**src/rtl/uart_pkg.sv**
```systemverilog
// Shared UART definitions: FSM states, data width and baud-divider helpers.
package uart_pkg;

    localparam int unsigned DATA_BITS = 8;

    typedef enum logic [1:0] {
        IDLE  = 2'd0,
        START = 2'd1,
        DATA  = 2'd2,
        STOP  = 2'd3
    } uart_state_e;

    function automatic int unsigned clks_per_bit(input int unsigned clk_freq,
                                                 input int unsigned baud);
        return clk_freq / baud;
    endfunction

    function automatic logic is_pow2(input int unsigned n);
        return (n != 0) && ((n & (n - 1)) == 0);
    endfunction

endpackage

```
**src/rtl/uart_baud_gen.sv**
```systemverilog
// Bit-period timer: o_tick is high for the last cycle of each CLKS_PER_BIT window.
module uart_baud_gen #(
    parameter int unsigned CLKS_PER_BIT = 434
) (
    input  logic i_clk,
    input  logic i_rst_n,
    input  logic i_restart,
    output logic o_tick
);

    localparam int unsigned CNT_W = $clog2(CLKS_PER_BIT);
    localparam logic [CNT_W-1:0] LAST = CNT_W'(CLKS_PER_BIT - 1);

    logic [CNT_W-1:0] r_cnt;
    logic             w_last;

    assign w_last = (r_cnt == LAST);
    assign o_tick = w_last;

    always_ff @(posedge i_clk) begin
        if (!i_rst_n) begin
            r_cnt <= '0;
        end else if (i_restart || w_last) begin
            r_cnt <= '0;
        end else begin
            r_cnt <= r_cnt + 1'b1;
        end
    end

endmodule

```
**src/rtl/uart_tx.sv**
```systemverilog
// 8N1 UART transmitter with an inline byte FIFO in front of the serialiser.
module uart_tx
    import uart_pkg::*;
#(
    parameter int unsigned CLK_FREQ   = 50_000_000,
    parameter int unsigned BAUD       = 115200,
    parameter int unsigned FIFO_DEPTH = 4
) (
    input  logic                 clk,
    input  logic                 rst_n,
    input  logic [DATA_BITS-1:0] data,
    input  logic                 valid,
    output logic                 ready,
    output logic                 tx,
    output logic                 busy
);

    localparam int unsigned CPB   = clks_per_bit(CLK_FREQ, BAUD);
    localparam int unsigned PTR_W = $clog2(FIFO_DEPTH);
    localparam int unsigned CNT_W = PTR_W + 1;
    localparam int unsigned BIT_W = $clog2(DATA_BITS);
    localparam logic [BIT_W-1:0] LAST_BIT = BIT_W'(DATA_BITS - 1);

    if (CPB < 2) begin : g_bad_cpb
        $error("uart_tx: CLK_FREQ/BAUD must be at least 2");
    end
    if (FIFO_DEPTH < 2 || !is_pow2(FIFO_DEPTH)) begin : g_bad_depth
        $error("uart_tx: FIFO_DEPTH must be a power of 2 and at least 2");
    end

    logic [DATA_BITS-1:0] r_mem [FIFO_DEPTH];
    logic [PTR_W-1:0]     r_wr_ptr;
    logic [PTR_W-1:0]     r_rd_ptr;
    logic [CNT_W-1:0]     r_count;

    uart_state_e          r_state;
    logic [DATA_BITS-1:0] r_shift;
    logic [BIT_W-1:0]     r_bit;
    logic                 r_tx;

    logic                 w_push;
    logic                 w_pop;
    logic                 w_nempty;
    logic                 w_tick;
    logic [DATA_BITS-1:0] w_head;

    assign ready    = (r_count < CNT_W'(FIFO_DEPTH));
    assign w_nempty = (r_count != '0);
    assign w_push   = rst_n && valid && ready;
    assign w_head   = r_mem[r_rd_ptr];
    // A pop is the only way into START, so it also restarts the bit timer.
    assign w_pop    = w_nempty && ((r_state == IDLE) || (r_state == STOP && w_tick));

    assign tx   = r_tx;
    assign busy = (r_state != IDLE) || w_nempty;

    uart_baud_gen #(
        .CLKS_PER_BIT(CPB)
    ) u_baud (
        .i_clk    (clk),
        .i_rst_n  (rst_n),
        .i_restart(w_pop),
        .o_tick   (w_tick)
    );

    always_ff @(posedge clk) begin
        if (w_push) begin
            r_mem[r_wr_ptr] <= data;
        end
    end

    always_ff @(posedge clk) begin
        if (!rst_n) begin
            r_wr_ptr <= '0;
            r_rd_ptr <= '0;
            r_count  <= '0;
        end else begin
            if (w_push) begin
                r_wr_ptr <= r_wr_ptr + 1'b1;
            end
            if (w_pop) begin
                r_rd_ptr <= r_rd_ptr + 1'b1;
            end
            case ({w_push, w_pop})
                2'b10:   r_count <= r_count + 1'b1;
                2'b01:   r_count <= r_count - 1'b1;
                default: r_count <= r_count;
            endcase
        end
    end

    always_ff @(posedge clk) begin
        if (!rst_n) begin
            r_state <= IDLE;
            r_shift <= '0;
            r_bit   <= '0;
            r_tx    <= 1'b1;
        end else begin
            case (r_state)
                IDLE: begin
                    r_tx <= 1'b1;
                    if (w_pop) begin
                        r_shift <= w_head;
                        r_state <= START;
                        r_tx    <= 1'b0;
                    end
                end
                START: begin
                    if (w_tick) begin
                        r_state <= DATA;
                        r_bit   <= '0;
                        r_tx    <= r_shift[0];
                        r_shift <= r_shift >> 1;
                    end
                end
                DATA: begin
                    if (w_tick) begin
                        if (r_bit == LAST_BIT) begin
                            r_state <= STOP;
                            r_tx    <= 1'b1;
                        end else begin
                            r_bit   <= r_bit + 1'b1;
                            r_tx    <= r_shift[0];
                            r_shift <= r_shift >> 1;
                        end
                    end
                end
                STOP: begin
                    if (w_tick) begin
                        if (w_pop) begin
                            r_shift <= w_head;
                            r_state <= START;
                            r_tx    <= 1'b0;
                        end else begin
                            r_state <= IDLE;
                        end
                    end
                end
                default: begin
                    r_state <= IDLE;
                    r_tx    <= 1'b1;
                end
            endcase
        end
    end

endmodule

```
**config.mk**
```make
export PLATFORM = sky130hd
export DESIGN_NAME = uart_tx
export DESIGN_NICKNAME = d
export VERILOG_FILES = /design/src/rtl/uart_pkg.sv /design/src/rtl/uart_baud_gen.sv /design/src/rtl/uart_tx.sv
export SDC_FILE = /design/constraint.sdc
export NUM_CORES = 1
export LEC_CHECK = 0
export CAP_MARGIN = 25
export CORE_ASPECT_RATIO = 1.5
export CORE_MARGIN = 1
export CORE_UTILIZATION = 40
export CTS_CLUSTER_DIAMETER = 200
export DETAILED_ROUTE_END_ITERATION = 7
export GPL_TIMING_DRIVEN = 0
export PLACE_DENSITY = 0.66
export RECOVER_POWER = 100
export SYNTH_ARGS = -nofsm -noshare
export SYNTH_HDL_FRONTEND = slang
export SYNTH_SLANG_ARGS = --single-unit
```
**constraint.sdc**
```tcl
create_clock -name clk -period 7.5 [get_ports clk]
set_input_delay 1.5 -clock clk [delete_from_list [all_inputs] [get_ports clk]]
set_output_delay 1.5 -clock clk [all_outputs]
set_load 0.02 [all_outputs]
```
==> impl_metrics.py <==
metrics = {
    "grt": {
        "busiest_layer": "met2",
        "global_route.usage.met1": 0.1599,
        "largest_net_degree_at_the_start_of_global_routing": 14,
        "use_met3": 0.05498,
        "gr-usage-all-layers": 0.1510,
        "antenna_found_initial": 0,
        "grt_first_pass_wirelength_um": 8528,
        "number_of_global_route_vias_before_repair": 1866,
        "residual_overflow_from_global_routing": 0,
        "grt.met2_usage": 0.2628,
    },
    "synth": {
        "synth_xor_area_frac": 0.03306,
        "yosys.area_share.simple": 0.1232,
        "syn_inst": 237,
        "synth_compound_area_frac": 0.08158,
        "synth_adder_area_share": 0.06698,
        "dominantRegCellSynth": "sky130_fd_sc_hd__edfxtp_1",
        "ys_async_sr_fraction": 0,
        "postSynthAreaPerCell_sq_um": 12.30,
        "synth_cell_types": 44,
        "post-synth-top-area-cell": "sky130_fd_sc_hd__edfxtp_1",
        "post_synth_mux_area_share": 0.1164,
        "synth_area_sq_mm": 0.002914,
        "synth_top_family_by_area": "simple AND/OR/NAND/NOR gates",
        "ys_seq_elements": 64,
        "netlist_top_cells_area": "sky130_fd_sc_hd__edfxtp_1 33%, sky130_fd_sc_hd__dfxtp_1 22%, sky130_fd_sc_hd__mux4_2 6.2%, sky130_fd_sc_hd__ha_1 6.0%, sky130_fd_sc_hd__mux2i_1 2.7%",
        "synth_edf_count": 32,
        "synth_seq_area_share": 0.5496,
        "synthesis.yosys.warnings": 0,
        "synth_fp_nets": 263,
        "synthDominantCellAreaShare": 0.3298,
    },
    "detailed_routing": {
        "post_drt_wl_per_cell_um": 14.82,
        "detailed_router_s_first_iteration_violation_count": 75,
        "finalWirelength_um": 5098,
        "vias_per_cell": 5.363,
        "route.vias.total": 1845,
        "drc_errors": 0,
        "drt_pass1_iterations": 4,
        "drt.antenna.violating_nets": 0,
    },
    "floorplan": {
        "std_cell_rows": 37,
        "coreArea_sq_mm": 0.006944,
        "fp.dieArea_sq_mm": 0.007637,
        "initial_utilization": 0.4196,
        "die_width_um": 71.69,
        "io_pins": 14,
        "fp.dieH_um": 106.5,
    },
    "placement": {
        "port-buffer-count": 13,
        "hpwl_after_dpl_um": 3484,
        "routabilityCongestion": 0.8214,
    },
    "timing": {
        "fin_worst_skew_ps": 11.81,
        "achievable-frequency_mhz": 290.7,
        "finalSetupViolations": 0,
        "finalCriticalPeriod_ps": 3440,
        "final.setup.tns_ps": 0,
        "report.final.hold_viol_count": 0,
        "tightestPinTransition_ps": 695.8,
        "max-slew-margin-rel": 0.5341,
        "fin_crit_sh": 0.4587,
        "drv_slew": 0,
        "grt_setup_unrepaired": "no",
    },
    "clocking": {
        "tritoncts": "yes",
        "clk_root_buffer_cell": "sky130_fd_sc_hd__clkbuf_8",
        "clock_sinks": 64,
        "cts_made_buffers": 9,
        "post_cts_sizing": 0,
        "post_cts_hold_buffer_count": 0,
        "cts_buffer_depth": 2,
        "clk_latency_ps": 350,
        "htreeDepth": 3,
        "cts.repair_timing.setup_buffer_count": 0,
        "clkSlewWorstSetupHoldPaths_ps": 80,
    },
    "power_and_ir_drop": {
        "power_mw": 1.251,
        "max-vdd-ir-drop_mv": 0.1403,
        "leakage_nw": 1.261,
        "power_density_mw_per_mm2": 369.0,
    },
    "min_path": {
        "worstHoldPathType": "reg -> reg",
        "launch_point_of_the_worst_hold_path": "r_shift[5]",
        "min_path_cells": 2,
        "timing.hold.worst_endpoint": "r_shift[5]",
    },
    "finish": {
        "design.final.nets": 287,
        "most-common-layout-cells": "32 x sky130_fd_sc_hd__dfxtp_1, 32 x sky130_fd_sc_hd__edfxtp_1, 19 x sky130_fd_sc_hd__nand2_1, 19 x sky130_fd_sc_hd__nor2_1, 14 x sky130_fd_sc_hd__ha_1",
        "synthToLayoutAreaGrowth_pct": 16.36,
        "antenna_cells": 0,
        "fraction_of_layout_cells_with_a_size_suffix_above_1": 0.1466,
        "fill_cells": 627,
    },
    "setup_path": {
        "critPathKind": "reg -> out",
        "worst-endpoint-arrival_ps": 1940,
        "reg2reg_to": "r_count[2]",
        "setup.reg_to_reg.worst_slack_ps": 4920,
        "worst_setup_path_end_kind": "output pin",
        "cp_max_fo": 5,
        "worst_path_required_time_ps": 6000,
        "cp-start-kind": "flip-flop",
        "timing.rr.start": "u_baud.r_cnt[0]",
        "timing.reg2reg.worst_path_depth": 10,
    },
    "run_status": {
        "status": "completed",
    },
    "flow_run": {
        "maxCapViolCount": 0,
    },
}
power breakdown:
group / internal (mW) / leakage [nW] / switching (mW)
logic: 0.204 / 0.585 / 0.229
clock network: 0.225 / 0.125 / 0.145
registers: 0.417 / 0.552 / 0.0308
total: 0.846 / 1.26 / 0.405
cells in the mapped netlist (all sizes together) (2+ instances only):
cell    number
clkbuf       5
and3         8
mux4         8
and2         2
ha          14
dfxtp       32
nor2b        3
o21ai        7
nand2b       4
mux2         7
o31ai        5
nand3        7
xnor2        7
o211ai       2
o22ai        2
mux2i        8
a21oi        8
edfxtp      32
inv         14
nor2        19
nand2       19
buf          3
or3          2
xor2         4
through the flow:
step           std cells  setup slack [ps]  hold WS (ps)  cell area [sq um]    util
2_1_floorplan        237              4399         429.5               2914       -
3_3_place_gp         328              3890         446.0               3142  0.4524
3_5_place_dp         328              3844         456.8               3142  0.4524
4_1_cts              344              4135         467.2               3391  0.4883
5_1_grt              344              3908         488.7               3391  0.4883
6_report             344              4060         464.5               3391  0.4883
critical path, stage by stage (launching register included):
cell and delay (ps):
sky130_fd_sc_hd__dfxtp_1 370, sky130_fd_sc_hd__nor3_1 470, sky130_fd_sc_hd__nand2_1 90, sky130_fd_sc_hd__dlygate4sd3_1 660
flip-flops by register name (all words and copies together), names as in the netlist, named ones only:
register and cells:
r_bit 3, r_count 3, r_mem 32, r_rd_ptr 2
r_shift 8, r_state 2, r_wr_ptr 2, tx 1
u_baud.r_cnt 9
final cells by class:
type / count / area, sq um / area share
Sequential cell: 64 / 1602 / 0.4723
Clock inverter: 7 / 125.1 / 0.03690
Multi-Input combinational cell: 151 / 1227 / 0.3620
Buffer: 8 / 32.53 / 0.009594
Timing Repair Buffer: 13 / 130.1 / 0.03838
Clock buffer: 9 / 123.9 / 0.03653
Tap cell: 78 / 97.59 / 0.02878
Inverter: 14 / 52.55 / 0.01550
logic make-up after synthesis:
kind of cell | count (synthesis)
adder cells (fa/ha/maj) | 15
flip-flops | 64
AO/OA/AOI/OAI | 32
buffers and inverters | 22
multiplexers | 23
XOR/XNOR | 11
AND/OR/NAND/NOR | 70
worst max path at each step:
stage,start,endpoint,slack [ps],cells past startpoint
floorplan,valid,r_count[2],4400,9
global placement,valid,r_count[2],3890,10
detailed placement,valid,r_count[2],3840,10
CTS,r_count[0],busy,4130,3
global route,r_count[0],busy,3910,3
finish,r_count[0],busy,4060,3
layer usage:
layer / up-vias / part of all wire / routed length (um)
met2: 33 / 0.53 / 2688
met3: 11 / 0.036 / 181
met1: 898 / 0.41 / 2109
li1: 903 / - / -
met4: 0 / 0.023 / 119
met5: - / 0 / 0
(Power assumes the default switching activity.)
